<file path="src/rtl/pwm_capture_if.sv">
// Measurement bus for pwm_capture: the raw PWM input plus the captured results.
`timescale 1ns/1ps
interface pwm_capture_if #(
  parameter int unsigned CNT_W = 16
);
  logic             pwm_in;
  logic [CNT_W-1:0] high_cnt;
  logic [CNT_W-1:0] period_cnt;
  logic             meas_valid;
  logic             stuck_high;
  logic             stuck_low;

  // Capture block: samples pwm_in, drives the results.
  modport master (
    input  pwm_in,
    output high_cnt,
    output period_cnt,
    output meas_valid,
    output stuck_high,
    output stuck_low
  );

  // Consumer side: sources pwm_in, reads the results.
  modport slave (
    output pwm_in,
    input  high_cnt,
    input  period_cnt,
    input  meas_valid,
    input  stuck_high,
    input  stuck_low
  );
endinterface

</file>
<file path="src/rtl/pwm_capture.sv">
// PWM high-time / period capture with stuck-input detection.
// The input is synchronized (2 flops) and delayed once more for edge detection.
// Rise and fall see identical latency, so measured widths are unbiased.
`timescale 1ns/1ps
module pwm_capture #(
  parameter int unsigned CNT_W   = 16,
  parameter int unsigned TIMEOUT = 65535
) (
  input  logic           clk,
  input  logic           rst,
  pwm_capture_if.master  bus
);

  localparam logic [CNT_W-1:0] TIMEOUT_C = CNT_W'(TIMEOUT);
  localparam logic [CNT_W-1:0] ONE_C     = CNT_W'(1);

  typedef enum logic [1:0] {
    IDLE  = 2'd0,
    HIGH  = 2'd1,
    LOW   = 2'd2,
    STUCK = 2'd3
  } state_e;

  state_e           state_q;
  logic             sync1_q;
  logic             s_q;
  logic             sd_q;
  logic [CNT_W-1:0] r_q;
  logic [CNT_W-1:0] r_d;
  logic [CNT_W-1:0] high_latch_q;
  logic [CNT_W-1:0] high_cnt_q;
  logic [CNT_W-1:0] period_cnt_q;
  logic             meas_valid_q;
  logic             stuck_high_q;
  logic             stuck_low_q;
  logic             rise_c;
  logic             fall_c;
  logic             timeout_c;

  // Edge events and the next run-counter value (restart on rise, saturate at TIMEOUT).
  always_comb begin
    rise_c    = s_q & ~sd_q;
    fall_c    = ~s_q & sd_q;
    r_d       = r_q;
    if (rise_c) begin
      r_d = ONE_C;
    end else if (r_q != TIMEOUT_C) begin
      r_d = r_q + ONE_C;
    end
    timeout_c = (r_d == TIMEOUT_C);
  end

  // Synchronizer, run counter, measurement FSM and registered outputs.
  always_ff @(posedge clk) begin
    if (rst) begin
      state_q      <= IDLE;
      sync1_q      <= 1'b0;
      s_q          <= 1'b0;
      sd_q         <= 1'b0;
      r_q          <= '0;
      high_latch_q <= '0;
      high_cnt_q   <= '0;
      period_cnt_q <= '0;
      meas_valid_q <= 1'b0;
      stuck_high_q <= 1'b0;
      stuck_low_q  <= 1'b0;
    end else begin
      sync1_q      <= bus.pwm_in;
      s_q          <= sync1_q;
      sd_q         <= s_q;
      r_q          <= r_d;
      meas_valid_q <= 1'b0;

      unique case (state_q)
        IDLE: begin
          if (rise_c) begin
            state_q <= HIGH;
          end else if (timeout_c) begin
            state_q      <= STUCK;
            stuck_high_q <= s_q;
            stuck_low_q  <= ~s_q;
          end
        end
        HIGH: begin
          if (fall_c) begin
            state_q      <= LOW;
            high_latch_q <= r_q;
          end else if (timeout_c) begin
            state_q      <= STUCK;
            stuck_high_q <= s_q;
            stuck_low_q  <= ~s_q;
          end
        end
        LOW: begin
          if (rise_c) begin
            state_q <= HIGH;
            // A saturated counter means the period is not a valid measurement.
            if (r_q != TIMEOUT_C) begin
              period_cnt_q <= r_q;
              high_cnt_q   <= high_latch_q;
              meas_valid_q <= 1'b1;
            end
          end else if (timeout_c) begin
            state_q      <= STUCK;
            stuck_high_q <= s_q;
            stuck_low_q  <= ~s_q;
          end
        end
        STUCK: begin
          // First period after a stall is incomplete: resync without a strobe.
          if (rise_c) begin
            state_q      <= HIGH;
            stuck_high_q <= 1'b0;
            stuck_low_q  <= 1'b0;
          end else if (fall_c) begin
            state_q      <= LOW;
            stuck_high_q <= 1'b0;
          end
        end
        default: state_q <= IDLE;
      endcase
    end
  end

  assign bus.high_cnt   = high_cnt_q;
  assign bus.period_cnt = period_cnt_q;
  assign bus.meas_valid = meas_valid_q;
  assign bus.stuck_high = stuck_high_q;
  assign bus.stuck_low  = stuck_low_q;

endmodule

</file>
<file path="src/flat_wrapper.sv">
// flat-port wrapper written by rule: the top's interface ports become plain ports
module pwm_capture_flat 
#(
  parameter int unsigned CNT_W   = 16,
  parameter int unsigned TIMEOUT = 65535
)
  (clk, rst, bus_pwm_in, bus_high_cnt, bus_period_cnt, bus_meas_valid, bus_stuck_high, bus_stuck_low);
  pwm_capture_if #(.CNT_W(CNT_W)) bus_i ();
  input  logic clk;
  input  logic rst;
  input wire logic [$bits(bus_i.pwm_in)-1:0] bus_pwm_in;
  output wire logic [$bits(bus_i.high_cnt)-1:0] bus_high_cnt;
  output wire logic [$bits(bus_i.period_cnt)-1:0] bus_period_cnt;
  output wire logic [$bits(bus_i.meas_valid)-1:0] bus_meas_valid;
  output wire logic [$bits(bus_i.stuck_high)-1:0] bus_stuck_high;
  output wire logic [$bits(bus_i.stuck_low)-1:0] bus_stuck_low;
  assign bus_i.pwm_in = bus_pwm_in;
  assign bus_high_cnt = bus_i.high_cnt;
  assign bus_period_cnt = bus_i.period_cnt;
  assign bus_meas_valid = bus_i.meas_valid;
  assign bus_stuck_high = bus_i.stuck_high;
  assign bus_stuck_low = bus_i.stuck_low;
  pwm_capture #(.CNT_W(CNT_W), .TIMEOUT(TIMEOUT)) u_core (.clk(clk), .rst(rst), .bus(bus_i));
endmodule
</file>
<file path="config.mk">
export PLATFORM = sky130hd
export DESIGN_NAME = pwm_capture_flat
export DESIGN_NICKNAME = d
export VERILOG_FILES = /design/src/rtl/pwm_capture_if.sv /design/src/rtl/pwm_capture.sv /design/src/flat_wrapper.sv
export SDC_FILE = /design/constraint.sdc
export NUM_CORES = 1
export LEC_CHECK = 0
export CORE_ASPECT_RATIO = 0.7
export CORE_MARGIN = 1
export CORE_UTILIZATION = 40
export CTS_BUF_LIST = sky130_fd_sc_hd__clkbuf_4 sky130_fd_sc_hd__clkbuf_8
export DETAILED_ROUTE_END_ITERATION = 10
export SETUP_SLACK_MARGIN = 0.02
export SYNTH_ARGS = -nofsm -noshare
export SYNTH_HDL_FRONTEND = slang
export SYNTH_SLANG_ARGS = --single-unit
</file>
<file path="constraint.sdc">
create_clock -name clk -period 3.2 [get_ports clk]
set_input_delay 0.48 -clock clk [delete_from_list [all_inputs] [get_ports clk]]
set_output_delay 0.48 -clock clk [all_outputs]
set_load 0.01 [all_outputs]
</file>
==> out/summary.md, run 1 <==
## Layout
- 400 — number of nets in the final layout
- 0 — n_diodes
- 20.43% — area added between synthesis and finish
- 493 — Final Instance Count excl. Fillers
- 0.08521 — fraction of layout cells with a size suffix above 1
- sky130_fd_sc_hd__nand2_1 — commonest non-fill, non-tap cell in the layout
- 96 x sky130_fd_sc_hd__nand2_1, 72 x sky130_fd_sc_hd__dfxtp_1, 54 x sky130_fd_sc_hd__a21oi_1 — most used cells in the layout excluding fill and tap cells

## Critical path
- simple AND/OR/NAND/NOR gates — cell family with most CP delay
- 3.10 ns — arrival time of data at the critical path endpoint
- 11 — maximum fanout along the worst path
- sky130_fd_sc_hd__or4b_2 — slowest library cell on the worst path
- ha_1 -> nand4_1 -> buf_4 -> or4b_2 -> o211a_1 -> and3_1 -> nand4_1 -> mux2_2 — critical path, cell by cell
- sky130_fd_sc_hd__nand4_1 — cell type with the highest occurrence count on the critical path
- 0.32 ns — Worst R2R Setup Slack
- register — Worst setup EP type
- 1 — count of buffer and inverter cells on the critical path
- 3.42 ns — required time of the worst setup path
- register to register — kind of critical path
- 0.63 ns — largest incremental delay on the critical path
- register — CP startpoint kind

## Global route
- 0.1976 — GRT Resource Usage Total
- 53 — largest net degree at the start of global routing
- 0 — initial antenna violation count
- 2429 — vias in the first global route
- 0 — overflow left after global routing
- 11960 um — wire length of the first global-routing pass

## Synth
- sky130_fd_sc_hd__dfxtp_1 49%, sky130_fd_sc_hd__nand2_1 12%, sky130_fd_sc_hd__a21oi_1 9.1% — top cells by area in the synthesized netlist
- 0.4873 — top cell type's share of synthesized area
- 44 — count of unique library cells instantiated by Yosys
- 72 — number of synthesized register bits
- 0.4873 — sequential-to-total area share from yosys stat
- 364 — number of instances in the synthesized netlist
- sky130_fd_sc_hd__dfxtp_1 — top_reg_cell synth
- 0 — number of synthesized flops with an enable pin
- 0.2800 — Synth Area in Simple Gates
- 0.004230 — Synth Area in Adders
- 368 — net count of the mapped netlist
- 8.126 um^2 — per-instance average area after synthesis
- sky130_fd_sc_hd__dfxtp_1 — largest area contributor in the netlist
- 0.02115 — share of cell area taken by muxes after synthesis
- 0.1485 — post-synthesis compound-gate area fraction
- 0.002958 mm^2 — post-synthesis cell area
- 0.01481 — area share of xor/xnor cells in the synthesized design
- 0 — number of warning messages in the yosys log
- 0 — async set-reset flop share out of synthesis
- simple AND/OR/NAND/NOR gates — dominant combinational cell family by area after synthesis

## Timing
- 2.876 ns — shortest period the worst path allows
- 0.8989 — share of the clock period used by the worst path after layout
- 0.003944 ns — Layout Skew
- 0.3477 GHz — highest clock rate
- 0 ns — aggregate negative setup slack
- 0.5841 — Worst slew margin
- 0 — Final Slew Violations
- 0 — Final Hold Violating Endpoints
- 0.6239 ns — Tightest Pin Transition
- no — RSZ-0062 raised after global routing
- 0 — Setup violations, final

## Pwr
- 0.1978 mV — largest voltage drop on the vdd net
- 1.194 nW — Leakage
- 433.8 mW/mm^2 — Cell Pwr Density

## Place
- 37 — input/output buffers
- 4929 um — HPWL after detailed placement
- 477 — instance count after placement with tap cells included
- 0.8281 — global placer's final weighted congestion

## Floorplanning
- 0.006944 mm^2 — placeable core region
- 0.007748 mm^2 — die area
- 25 — Cell Rows
- 73.95 um — vertical die dimension
- 104.8 um — die span in x
- 0.4259 — starting density of the core
- 38 — number of top-level pins

## Detailed routing
- 2569 — routed vias
- 0 — count of antenna-violating nets left after detailed routing
- 0 — Remaining DRCs
- 114 — violation count after the first detailed-routing iteration
- 7054 um — Post-Route WL
- 4 — TritonRoute pass-1 iters
- 14.31 um — per-cell routed wire length
- 5.211 — Avg Vias per Cell

## CTS
- 0.07 ns — clock transition at the register clock pins on the worst setup and hold paths after CTS
- 0.33 ns — clock latency on the worst-skew pair
- 0 — Resize count post-CTS
- 72 — number of clock sinks
- sky130_fd_sc_hd__clkbuf_8 — buffer cell driving the clock tree root
- 3 — H-Tree Level Count
- yes — clock tree from TritonCTS
- 2 — Max Buffers Root-to-Sink
- 9 — TritonCTS Buffers

## Run status
- finished clean — status

## Min path
- input port to register — Hold WC Path Type

## Job
- 0 — number of maximum-capacitance constraint violations

-- metrics by stage --
| stage | area, um^2 | total power, mW | setup WS (ns) | utilization | hold slack, ns |
|---|---|---|---|---|---|
| detailed placement | 3392 | 0.9720 | 0.1964 | 0.4885 | 0.4357 |
| floorplan | 2958 | 0.9608 | 0.8116 | - | 0.4138 |
| finish | 3562 | 1.545 | 0.3236 | 0.5130 | 0.4222 |
| global route | 3562 | 1.609 | 0.1451 | 0.5130 | 0.4179 |
| CTS | 3547 | 1.564 | 0.1905 | 0.5108 | 0.4075 |
| global placement | 3392 | 0.9722 | 0.3085 | 0.4885 | 0.4249 |
-- worst paths after layout --
check | from | depth (start not counted) | to
setup / recovery | u_core.r_q[0] | 8 | u_core.bus.stuck_high
hold / removal | rst | 2 | u_core.sync1_q
setup reg to reg | u_core.r_q[0] | 8 | u_core.bus.stuck_high
hold reg to reg | u_core.sync1_q | 1 | u_core.s_q
-- synthesized netlist by cell type, types with 2 or more instances --
cell type and count:
sky130_fd_sc_hd__a21oi_1 54, sky130_fd_sc_hd__a221oi_1 3, sky130_fd_sc_hd__and3_1 5, sky130_fd_sc_hd__and4_1 2
sky130_fd_sc_hd__buf_1 2, sky130_fd_sc_hd__buf_2 5, sky130_fd_sc_hd__clkbuf_1 18, sky130_fd_sc_hd__dfxtp_1 72
sky130_fd_sc_hd__inv_1 5, sky130_fd_sc_hd__mux2_2 2, sky130_fd_sc_hd__mux2i_1 4, sky130_fd_sc_hd__nand2_1 96
sky130_fd_sc_hd__nand2b_1 5, sky130_fd_sc_hd__nand3_1 8, sky130_fd_sc_hd__nand4_1 5, sky130_fd_sc_hd__nand4_4 2
sky130_fd_sc_hd__nor2_1 20, sky130_fd_sc_hd__nor2b_1 8, sky130_fd_sc_hd__nor3_1 10, sky130_fd_sc_hd__nor3b_1 2
sky130_fd_sc_hd__nor4_1 3, sky130_fd_sc_hd__o211ai_1 2, sky130_fd_sc_hd__o21ai_0 7, sky130_fd_sc_hd__xor2_1 4
-- repair_timing --
item                       4_1_cts  5_1_grt
hold endpoints to repair         0        0
setup buffers                    0        2
hold buffers                     0        0
setup endpoints to repair        0        3
-- cell type report --
type | count | area [um^2]
timing repair buffer | 47 | 440.4
inverter | 5 | 18.77
clock inverter | 4 | 23.77
fill | 703 | 3382
multi-input combinational | 261 | 1389
sequential | 72 | 1441
clock buffer | 10 | 131.4
tap | 94 | 117.6
-- sequential cells by signal (all words and copies together) (netlist names) --
signal	count
u_core.sync1_q	1
u_core.bus.stuck_low	1
u_core.high_latch_q	16
u_core.bus.meas_valid	1
u_core.state_q	2
u_core.s_q	1
u_core.bus.high_cnt	16
u_core.r_q	16
u_core.bus.stuck_high	1
u_core.bus.period_cnt	16
u_core.sd_q	1
-- metal layers --
layer | up-vias | track usage | wire length, um
met5 | - | 0 | 0
met4 | 0 | 0.06416 | 68
met3 | 6 | 0.05434 | 369
met2 | 71 | 0.2980 | 3018
met1 | 1194 | 0.2768 | 3598
li1 | 1298 | - | -
-- cells by family (layout without fill, tap and decap cells) --
logic type	after synthesis	count (layout)
multiplexers	6	6
flip-flops	72	72
XOR/XNOR	5	5
AO/OA/AOI/OAI	76	76
adder cells (fa/ha/maj)	1	1
buffers and inverters	31	66
AND/OR/NAND/NOR	173	173
-- power breakdown --
group	total, mW	internal (mW)	leakage (nW)	switching (mW)
registers	0.913	0.901	0.581	0.0120
logic	0.0384	0.0120	0.528	0.0264
clock network	0.594	0.279	0.0852	0.315
total	1.55	1.19	1.19	0.354
(Power assumes the default switching activity.)
==> run 2: changes to the inputs <==
--- a/config.mk
+++ b/config.mk
@@ -5,11 +5,13 @@
 export SDC_FILE = /design/constraint.sdc
 export NUM_CORES = 1
 export LEC_CHECK = 0
+export CAP_MARGIN = 20
 export CORE_ASPECT_RATIO = 0.7
 export CORE_MARGIN = 1
 export CORE_UTILIZATION = 40
 export CTS_BUF_LIST = sky130_fd_sc_hd__clkbuf_4 sky130_fd_sc_hd__clkbuf_8
 export DETAILED_ROUTE_END_ITERATION = 10
+export REMOVE_ABC_BUFFERS = 1
 export SETUP_SLACK_MARGIN = 0.02
 export SYNTH_ARGS = -nofsm -noshare
 export SYNTH_HDL_FRONTEND = slang
==> run 2 against run 1 <==
Compared with the run above:
- non-clock buffer count unchanged
- sequential share of layout area decreased by 1.3 points
- global-route usage shrank 1.1 points
- flip-flop and latch count is the same
- worst setup slack better by 0.086 ns
- clock-buffer cell count grew 1
- die area unchanged
- clock power is 61% higher
- largest power group is now clock
- highest routed layer unchanged
- utilization grew 1.7 points
- register-to-register slack better by 0.09 ns
- first-iteration DRC count up 67%
==> out/summary.md, run 2 (same netlist as run 1, synthesis figures left out) <==
## Run status
- finished clean — status

## Critical path
- u_core.r_q[0] — critical path launch point
- sky130_fd_sc_hd__nand4_1 — cell type with the highest occurrence count on the critical path
- 3.44 ns — required time of the worst setup path, +0.02 ns
- 1 — count of buffer and inverter cells on the critical path, unchanged
- register to register — kind of critical path
- simple AND/OR/NAND/NOR gates — cell family with most CP delay
- register — Worst setup EP type
- 8 — total stage count of the critical path, unchanged
- 0.41 ns — Worst R2R Setup Slack, +0.09 ns
- sky130_fd_sc_hd__dfxtp_1 — slowest library cell on the worst path
- u_core.r_q[0] — start of the worst register-to-register path
- 0.53 ns — largest incremental delay on the critical path, -0.10 ns
- u_core.bus.stuck_low — crit path capture
- 8 — Register-to-Register Path Depth, unchanged
- u_core.bus.stuck_low — worst r2r dst
- register — CP startpoint kind
- 3.03 ns — arrival time of data at the critical path endpoint, -0.07 ns
- ha_1 -> nand4_1 -> buf_4 -> nor4_1 -> mux2i_1 -> a2111oi_2 -> nand4_1 -> mux2_2 — critical path, cell by cell
- 11 — maximum fanout along the worst path, unchanged

## CTS
- 2 — Max Buffers Root-to-Sink, unchanged
- sky130_fd_sc_hd__clkbuf_8 — buffer cell driving the clock tree root
- yes — clock tree from TritonCTS
- 0 — Post-CTS Hold Fix Bufs, unchanged
- 0 — Post-CTS Setup Repair Bufs, unchanged
- 72 — number of clock sinks, unchanged
- 0.07 ns — clock transition at the register clock pins on the worst setup and hold paths after CTS, about the same
- 9 — TritonCTS Buffers, unchanged
- 3 — H-Tree Level Count, unchanged
- 0 — Resize count post-CTS, unchanged
- 0.35 ns — clock latency on the worst-skew pair, +0.02 ns

## Layout
- 96 x sky130_fd_sc_hd__nand2_1, 72 x sky130_fd_sc_hd__dfxtp_1, 54 x sky130_fd_sc_hd__a21oi_1 — most used cells in the layout excluding fill and tap cells
- 0.08978 — fraction of layout cells with a size suffix above 1, +0.004563
- 0.5299 — post-layout util, +0.01694
- sky130_fd_sc_hd__nand2_1 — commonest non-fill, non-tap cell in the layout
- 0.003680 mm^2 — final instance area, +3.3%
- 24.41% — area added between synthesis and finish
- 400 — number of nets in the final layout, unchanged
- 0 — n_diodes, unchanged

## Timing
- 0.4101 ns — least setup slack across all paths after layout, +0.08646 ns
- 0 — Final Slew Violations, unchanged
- no — RSZ-0062 raised after global routing
- 0 — Setup violations, final, unchanged
- 2.790 ns — shortest period the worst path allows, -0.08646 ns
- 0 — Final Hold Violating Endpoints, unchanged
- 0.8718 — share of the clock period used by the worst path after layout, -0.02702
- 0.7530 ns — Tightest Pin Transition, +0.1292 ns
- 0.4965 — Worst slew margin, -0.08764
- 0.3584 GHz — highest clock rate, +3.1%
- 0.005606 ns — Layout Skew, +0.001662 ns
- 0 ns — aggregate negative setup slack, unchanged

## Floorplanning
- 0.007748 mm^2 — die area, unchanged
- 73.95 um — vertical die dimension, unchanged
- 0.4259 — starting density of the core, unchanged
- 0.006944 mm^2 — placeable core region, unchanged
- 104.8 um — die span in x, unchanged
- 25 — Cell Rows, unchanged
- 38 — number of top-level pins, unchanged

## Pwr
- 369.9 uW — net switching component of the power, +4.6%
- 0.1937 — switching part of the total power, -0.03515
- 0.502 — clock power share, +0.118
- 0.020 — combinational share of power, -0.005
- 1.539 mW — internal power summed over all cells, +29%
- 1.241 nW — Leakage, +3.9%
- 0.2515 mV — largest voltage drop on the vdd net, +27%
- 518.9 mW/mm^2 — Cell Pwr Density, +20%
- 0.478 — sequential power share, -0.113
- 1.909 mW — post-layout power, +24%

## Place
- 0.003385 mm^2 — post-placement cell area, -0.22%
- 0.2834 ns — pre-CTS setup slack, +0.08705 ns
- 37 — input/output buffers, unchanged
- 0.8769 — global placer's final weighted congestion, +5.9%
- 4374 um — HPWL after detailed placement, -11%

## Job
- 0 — number of maximum-capacitance constraint violations, unchanged

## Global route
- 0.1862 — GRT Resource Usage Total, -0.01148
- 2372 — vias in the first global route, -2.3%
- 0 — overflow left after global routing, unchanged
- 11270 um — wire length of the first global-routing pass, -5.8%
- 0 — initial antenna violation count, unchanged
- 42 — largest net degree at the start of global routing, -21%

## Detailed routing
- 6517 um — Post-Route WL, -7.6%
- 190 — violation count after the first detailed-routing iteration, +67%
- 0 — count of antenna-violating nets left after detailed routing, unchanged
- met4 — top routing layer in use
- 5.123 — Avg Vias per Cell, -1.7%
- 292 um — Detail Route met3 WL, -21%
- 0 — Remaining DRCs, unchanged
- 2795 um — Met2 Routed Length, -7.4%
- 13.17 um — per-cell routed wire length, -8.0%
- 3331 um — met1 WL, -7.4%
- 2536 — routed vias, -1.3%
- 4 — TritonRoute pass-1 iters, unchanged

## Min path
- register to register — Hold WC Path Type

-- run 2: how the worst min path moves through the flow --
stage                         startpoint          to  depth (start not counted)
after floorplan           u_core.sync1_q  u_core.s_q                          1
after global placement    u_core.sync1_q  u_core.s_q                          1
after detailed placement  u_core.sync1_q  u_core.s_q                          1
after CTS                 u_core.sync1_q  u_core.s_q                          1
after global routing      u_core.sync1_q  u_core.s_q                          1
final                     u_core.sync1_q  u_core.s_q                          1
-- run 2: final cells by class --
class	count	area, um^2
clock buffer	11	145.1
clock inverter	5	127.6
fill	705	3264
inverter	5	18.77
multi-input combinational	261	1389
sequential	72	1441
tap	94	117.6
timing repair buffer	47	440.4
-- run 2: metal layers --
layer | up-vias | track usage
li1 | 1306 | -
met1 | 1163 | 0.2568
met2 | 56 | 0.2796
met3 | 11 | 0.05346
met4 | 0 | 0.07042
met5 | - | 0
-- run 2: power by group through the flow --
stage	clock [mW]	sequential, mW	combinational, mW
after floorplan	0	0.930	0.0193
after global placement	0	0.932	0.0391
after detailed placement	0	0.933	0.0392
after CTS	0.985	0.912	0.0390
after global routing	1.02	0.913	0.0434
final	0.959	0.912	0.0384
-- run 2: per-stage QoR --
step	std cells	hold WS, ns
6_report	495	0.4421
5_1_grt	495	0.4741
4_1_cts	492	0.4470
3_5_place_dp	476	0.4298
3_3_place_gp	476	0.4209
2_1_floorplan	338	0.4138
==> variant 1 (config.mk and constraints of run 1) <==
`CNT_W` is set to 16 in 3 places; all go to 20.
--- a/src/rtl/pwm_capture_if.sv
+++ b/src/rtl/pwm_capture_if.sv
@@ -3,3 +3,3 @@
 interface pwm_capture_if #(
-  parameter int unsigned CNT_W = 16
+  parameter int unsigned CNT_W = 20
 );
--- a/src/rtl/pwm_capture.sv
+++ b/src/rtl/pwm_capture.sv
@@ -5,3 +5,3 @@
 module pwm_capture #(
-  parameter int unsigned CNT_W   = 16,
+  parameter int unsigned CNT_W   = 20,
   parameter int unsigned TIMEOUT = 65535
--- a/src/flat_wrapper.sv
+++ b/src/flat_wrapper.sv
@@ -3,3 +3,3 @@
 #(
-  parameter int unsigned CNT_W   = 16,
+  parameter int unsigned CNT_W   = 20,
   parameter int unsigned TIMEOUT = 65535
Ports: changed (resized bus_high_cnt and bus_period_cnt); port bits go from 38 to 46. No check against the original RTL was run, so the function may have changed too.
==> variant 1 against run 1 <==
  * Sequential share of layout area shrank 1.7 points
  * Design area rose by 28%
  * Core utilization is 1.6 points lower
  * Largest power group unchanged
  * Non-clock buffer count rose by 11
  * Clock skew rose by 7.2 ps
  * Area after synthesis up 28%
  * Critical path type unchanged
  * Sequential cell count is 16 higher
  * Combinational power rose by 23%
  * Power grew 32%
  * Via count is 31% higher
  * Wire length increased by 44%
  * Worst setup slack improved by 48 ps
==> variant 1: results (changes against run 1) <==
----------------------------------------------------
[Critical path]
  Maximum fanout along the worst path ... 10 (was 11)
  Delay of the slowest cell on the worst path ... 540 ps (was 630 ps)
  Critical path data arrival time ... 3080 ps (was 3100 ps)

[Status]
  Status ... finished, final reports clean (unchanged)

[Synth]
  Adder and majority gate portion of the synthesized area ... 0.330% (was 0.423%)
  Main area contributors after synthesis ... sky130_fd_sc_hd__dfxtp_1, sky130_fd_sc_hd__nand2_1, sky130_fd_sc_hd__a21oi_1, sky130_fd_sc_hd__nor2_1, sky130_fd_sc_hd__clkbuf_1 (unchanged)
  Share of synthesized area spent on multiplexers ... 1.32% (was 2.12%)
  Complex-gate fraction of the synthesized area ... 14.6% (was 14.8%)
  Share of the synthesized netlist area taken by xor and xnor gates ... 3.23% (was 1.48%)
  Nets in the synthesized netlist ... 485 (was 368)
  Library cells used by synthesis ... 50 (was 44)
  Commonest cells in the synthesized netlist ... sky130_fd_sc_hd__nand2_1, sky130_fd_sc_hd__dfxtp_1, sky130_fd_sc_hd__a21oi_1 (unchanged)

[Global routing]
  Largest net degree at the start of global routing ... 73 (was 53)
  Wire length of the first global-routing pass ... 17400 um (was 12000 um)
  GRT Resource Usage Total ... 22.5% (was 19.8%)
  Met2 track demand over resource in global routing ... 33.3% (was 29.8%)
  Met1 demand-to-capacity share in global routing ... 32.0% (was 27.7%)
  Number of global-route vias before repair ... 3279 (was 2429)
  Global Route met3 Usage ... 5.74% (was 5.43%)

[CTS]
  Clock-pin slew reported for the worst setup and hold paths after clock tree synthesis ... 90 ps (was 70 ps)
  Clk Latency, worst-skew pair ... 370 ps (was 330 ps)

[Final layout]
  Nets@finish ... 513 (was 400)

[Worst hold path]
  Min-Delay Endpoint ... u_core.s_q (was u_core.sync1_q)
  Cell count of the worst hold path ... 1 (was 2)
  Worst min path class ... reg -> reg (was in -> reg)
  Origin of the worst min-delay path ... u_core.sync1_q (was rst)

[Route]
  Via count of the routed design ... 3355 (was 2569)
  Wire length the detailed router placed on met1 ... 5030 um (was 3600 um)

[Timing]
  Least setup slack across all paths after layout ... 371 ps (was 324 ps)
  Worst-case clock skew ... 11.1 ps (was 3.94 ps)
  Worst hold slack after final layout ... 444 ps (was 422 ps)

[Placement]
  Number of placed instances with taps included ... 622 (was 477)
  Pre-CTS WS ... 421 ps (was 196 ps)
  Post-detail-place hpwl ... 7130 um (was 4930 um)
  Port-buffer cells ... 45 (was 37)
  Post-DP Area ... 0.00431 sq mm (was 0.00339 sq mm)
  Last weighted congestion value of the routability-driven placer ... 0.910 (was 0.828)

[Power]
  Worst voltage drop across the vdd grid ... 0.229 mV (was 0.198 mV)
  Leakage dissipation ... 1.47 nW (was 1.19 nW)

----------------------------------------------------
==> variant 1: cell count changes after synthesis, sizes merged, moves of 7 or more <==
cell | before | now
nand3 | 8 | 17
nand2 | 96 | 139
dfxtp | 72 | 88
buf | 8 | 16
xnor2 | 1 | 8
nor2 | 20 | 30
clkbuf | 18 | 25
a21oi | 54 | 70
==> variant 1: area by class of cell <==
cell class                 instances  area (sq um)  share of cell area (%)
multi-input combinational        350          1850                    40.6
clock buffer                      12           159                    3.49
inverter                           2          7.51                   0.165
clock inverter                     4          76.3                    1.68
sequential                        88          1760                    38.7
timing repair buffer              58           543                    11.9
tap                              124           155                    3.41
==> variant 1: report_power, final <==
part	switching [W]	internal (W)	leakage (nW)	total, W
sequential	0.0000102	0.00110	0.710	0.00111
clock	0.000397	0.000493	0.116	0.000890
combinational	0.0000334	0.0000136	0.643	0.0000471
total	0.000441	0.00161	1.47	0.00205
==> variant 2 (settings of run 1) <==
Without the edit above. Encoding of `state_e`: now Gray code (2 bits for 4 states).
--- a/src/rtl/pwm_capture.sv
+++ b/src/rtl/pwm_capture.sv
@@ -17,6 +17,6 @@
   typedef enum logic [1:0] {
-    IDLE  = 2'd0,
-    HIGH  = 2'd1,
-    LOW   = 2'd2,
-    STUCK = 2'd3
+    IDLE  = 2'b00,
+    HIGH  = 2'b01,
+    LOW   = 2'b11,
+    STUCK = 2'b10
   } state_e;
Formal check against the unedited RTL: no difference found for any inputs over 10 cycles, from zero or initial values and one cycle with rst high; not proved beyond that.
==> variant 2 against run 1 <==
  * Sequential cell count did not move
  * Critical endpoint unchanged
  * Design area rose by 6.8%
  * Critical path type unchanged
  * Largest power group unchanged
  * Power rose by 19%
  * Wire length rose by 6.0%
  * Area after synthesis rose by 6.5%
  * Worst setup slack improved by 210 ps
  * Non-clock buffer count fell by 3
==> variant 2: results (changes against run 1) <==
----------------------------------------------------
[Route]
  Number of DRC markers after the initial detailed-route iteration ... 170 (was 114)
  Iteration count of the initial detailed-routing pass ... 7 (was 4)
  Via count of the routed design ... 2745 (was 2569)
  Routed wire length ... 7480 um (was 7050 um)

[Global routing]
  Number of global-route vias before repair ... 2504 (was 2429)
  Largest net degree at the start of global routing ... 59 (was 53)
  Wire length of the first global-routing pass ... 12400 um (was 12000 um)
  Number of antenna violations at the first check in global routing ... 0 (unchanged)
  GRT Resource Usage Total ... 19.5% (was 19.8%)

[Synth]
  Commonest cells in the synthesized netlist ... sky130_fd_sc_hd__nand2_1, sky130_fd_sc_hd__dfxtp_1, sky130_fd_sc_hd__a21oi_1 (unchanged)
  Async set-or-reset flop fraction in the synthesized netlist ... 0% (unchanged)
  Top FF cell, synth ... sky130_fd_sc_hd__dfxtp_1 (unchanged)
  Synth warn ... 0 (unchanged)
  Main area contributors after synthesis ... sky130_fd_sc_hd__dfxtp_1, sky130_fd_sc_hd__nand2_1, sky130_fd_sc_hd__a21oi_1, sky130_fd_sc_hd__nor2_1, sky130_fd_sc_hd__ha_1 (was sky130_fd_sc_hd__dfxtp_1, sky130_fd_sc_hd__nand2_1, sky130_fd_sc_hd__a21oi_1, sky130_fd_sc_hd__nor2_1, sky130_fd_sc_hd__clkbuf_1)
  Nets in the synthesized netlist ... 397 (was 368)
  Library cells used by synthesis ... 59 (was 44)
  Share of the yosys chip area belonging to registers ... 45.8% (was 48.7%)

[Worst hold path]
  Origin of the worst min-delay path ... u_core.sync1_q (was rst)
  Worst min path class ... reg -> reg (was in -> reg)

[Timing]
  Worst-case clock skew ... 11.6 ps (was 3.94 ps)
  Transition at the pin with the smallest max-transition slack ... 643 ps (was 624 ps)

[CTS]
  TritonCTS buffer count ... 9 (unchanged)
  Deepest level of the CTS H-tree ... 3 (unchanged)
  Clk Latency, worst-skew pair ... 350 ps (was 330 ps)
  Maximum root-to-sink buffer count ... 2 (unchanged)
  Clock-pin slew reported for the worst setup and hold paths after clock tree synthesis ... 80 ps
  Root buffer selected by CTS ... sky130_fd_sc_hd__clkbuf_8 (unchanged)
  CTS-repair resized insts ... 0 (unchanged)
  Buffers inserted by post-CTS timing repair ... 0 (unchanged)

[Final layout]
  Share of layout cells above drive strength 1 ... 9.29% (was 8.52%)
  Fill cell instance count of the final layout ... 739 (was 703)
  Nets@finish ... 424 (was 400)
  Diode count ... 0 (unchanged)

[Critical path]
  Maximum fanout along the worst path ... 8 (was 11)
  Critical path data arrival time ... 2900 ps (was 3100 ps)
  Startpoint-to-endpoint class of the critical path ... reg -> reg (unchanged)
  Beginning of the worst register-to-register path ... u_core.r_q[0] (unchanged)

[Placement]
  Post-detail-place hpwl ... 5180 um (was 4930 um)
  Port-buffer cells ... 37 (unchanged)
  Last weighted congestion value of the routability-driven placer ... 0.925 (was 0.828)

[Power]
  Worst voltage drop across the vdd grid ... 0.228 mV (was 0.198 mV)
  Leakage dissipation ... 1.29 nW (was 1.19 nW)

[Status]
  Status ... finished, final reports clean (unchanged)

----------------------------------------------------
-- variant 2: area by class of cell --
cell class	instances	area share, %
clock inverters	5	2.73
multi-input cells	282	40.9
inverters	7	0.691
well taps	98	3.22
clock buffers	10	3.62
flip-flops and latches	72	37.9
repair buffers	44	11.0
-- variant 2: per-layer routing --
layer	wire length, um	share of wire (%)	track usage (%)
met1	3660	49	27.7
met2	3020	40	27.0
met3	690	9.2	7.36
met4	106	1.4	5.89
met5	0	0	0
-- variant 2: report_power, final --
part / switching [W] / internal (W) / leakage [nW]
Sequential: 0.0000107 / 0.000901 / 0.581
Clock: 0.000338 / 0.000536 / 0.123
Combinational: 0.0000363 / 0.0000199 / 0.582
Total: 0.000385 / 0.00146 / 1.29
-- variant 2: worst max-delay path, cell delays in order, from the launching register on --
cell,delay [ps]
sky130_fd_sc_hd__dfxtp_1,540
sky130_fd_sc_hd__ha_1,380
sky130_fd_sc_hd__nand4_4,190
sky130_fd_sc_hd__nor3_4,320
sky130_fd_sc_hd__and2_1,310
sky130_fd_sc_hd__a22o_1,190
sky130_fd_sc_hd__nand4_2,140
sky130_fd_sc_hd__o31a_1,300
sky130_fd_sc_hd__o21a_1,180
-- variant 2: kinds of logic (layout without fill, tap and decap cells) --
group / after synthesis / count (layout) / share of synthesized area, %
and+or+nand+nor: 177 / 177 / 27.3
AOI/OAI and AO/OA: 90 / 90 / 17.1
DFF: 72 / 72 / 45.8
buffers and inverters: 35 / 66 / 4.92
xor gates and xnor gates: 7 / 7 / 1.95
adders and majority gates: 5 / 5 / 1.99
muxes: 3 / 3 / 0.993
-- variant 2: per-stage QoR --
| stage | total power [W] | worst slack (ps) | area (sq um) | std cells |
|---|---|---|---|---|
| 6_report | 0.00184 | 533 | 3800 | 518 |
| 5_1_grt | 0.00191 | 328 | 3800 | 518 |
| 4_1_cts | 0.00187 | 543 | 3800 | 518 |
| 3_5_place_dp | 0.000988 | 561 | 3560 | 503 |
| 3_3_place_gp | 0.000988 | 661 | 3560 | 503 |
| 2_1_floorplan | 0.000973 | 917 | 3150 | 389 |
-- variant 2: path summary, 6_finish.rpt --
kind	endpoint	slack (ps)	depth (start not counted)
worst max-delay path	u_core.bus.stuck_high	530	8
worst min-delay path	u_core.s_q	440	1
worst max register to register	u_core.bus.stuck_high	530	8
worst min register to register	u_core.s_q	440	1
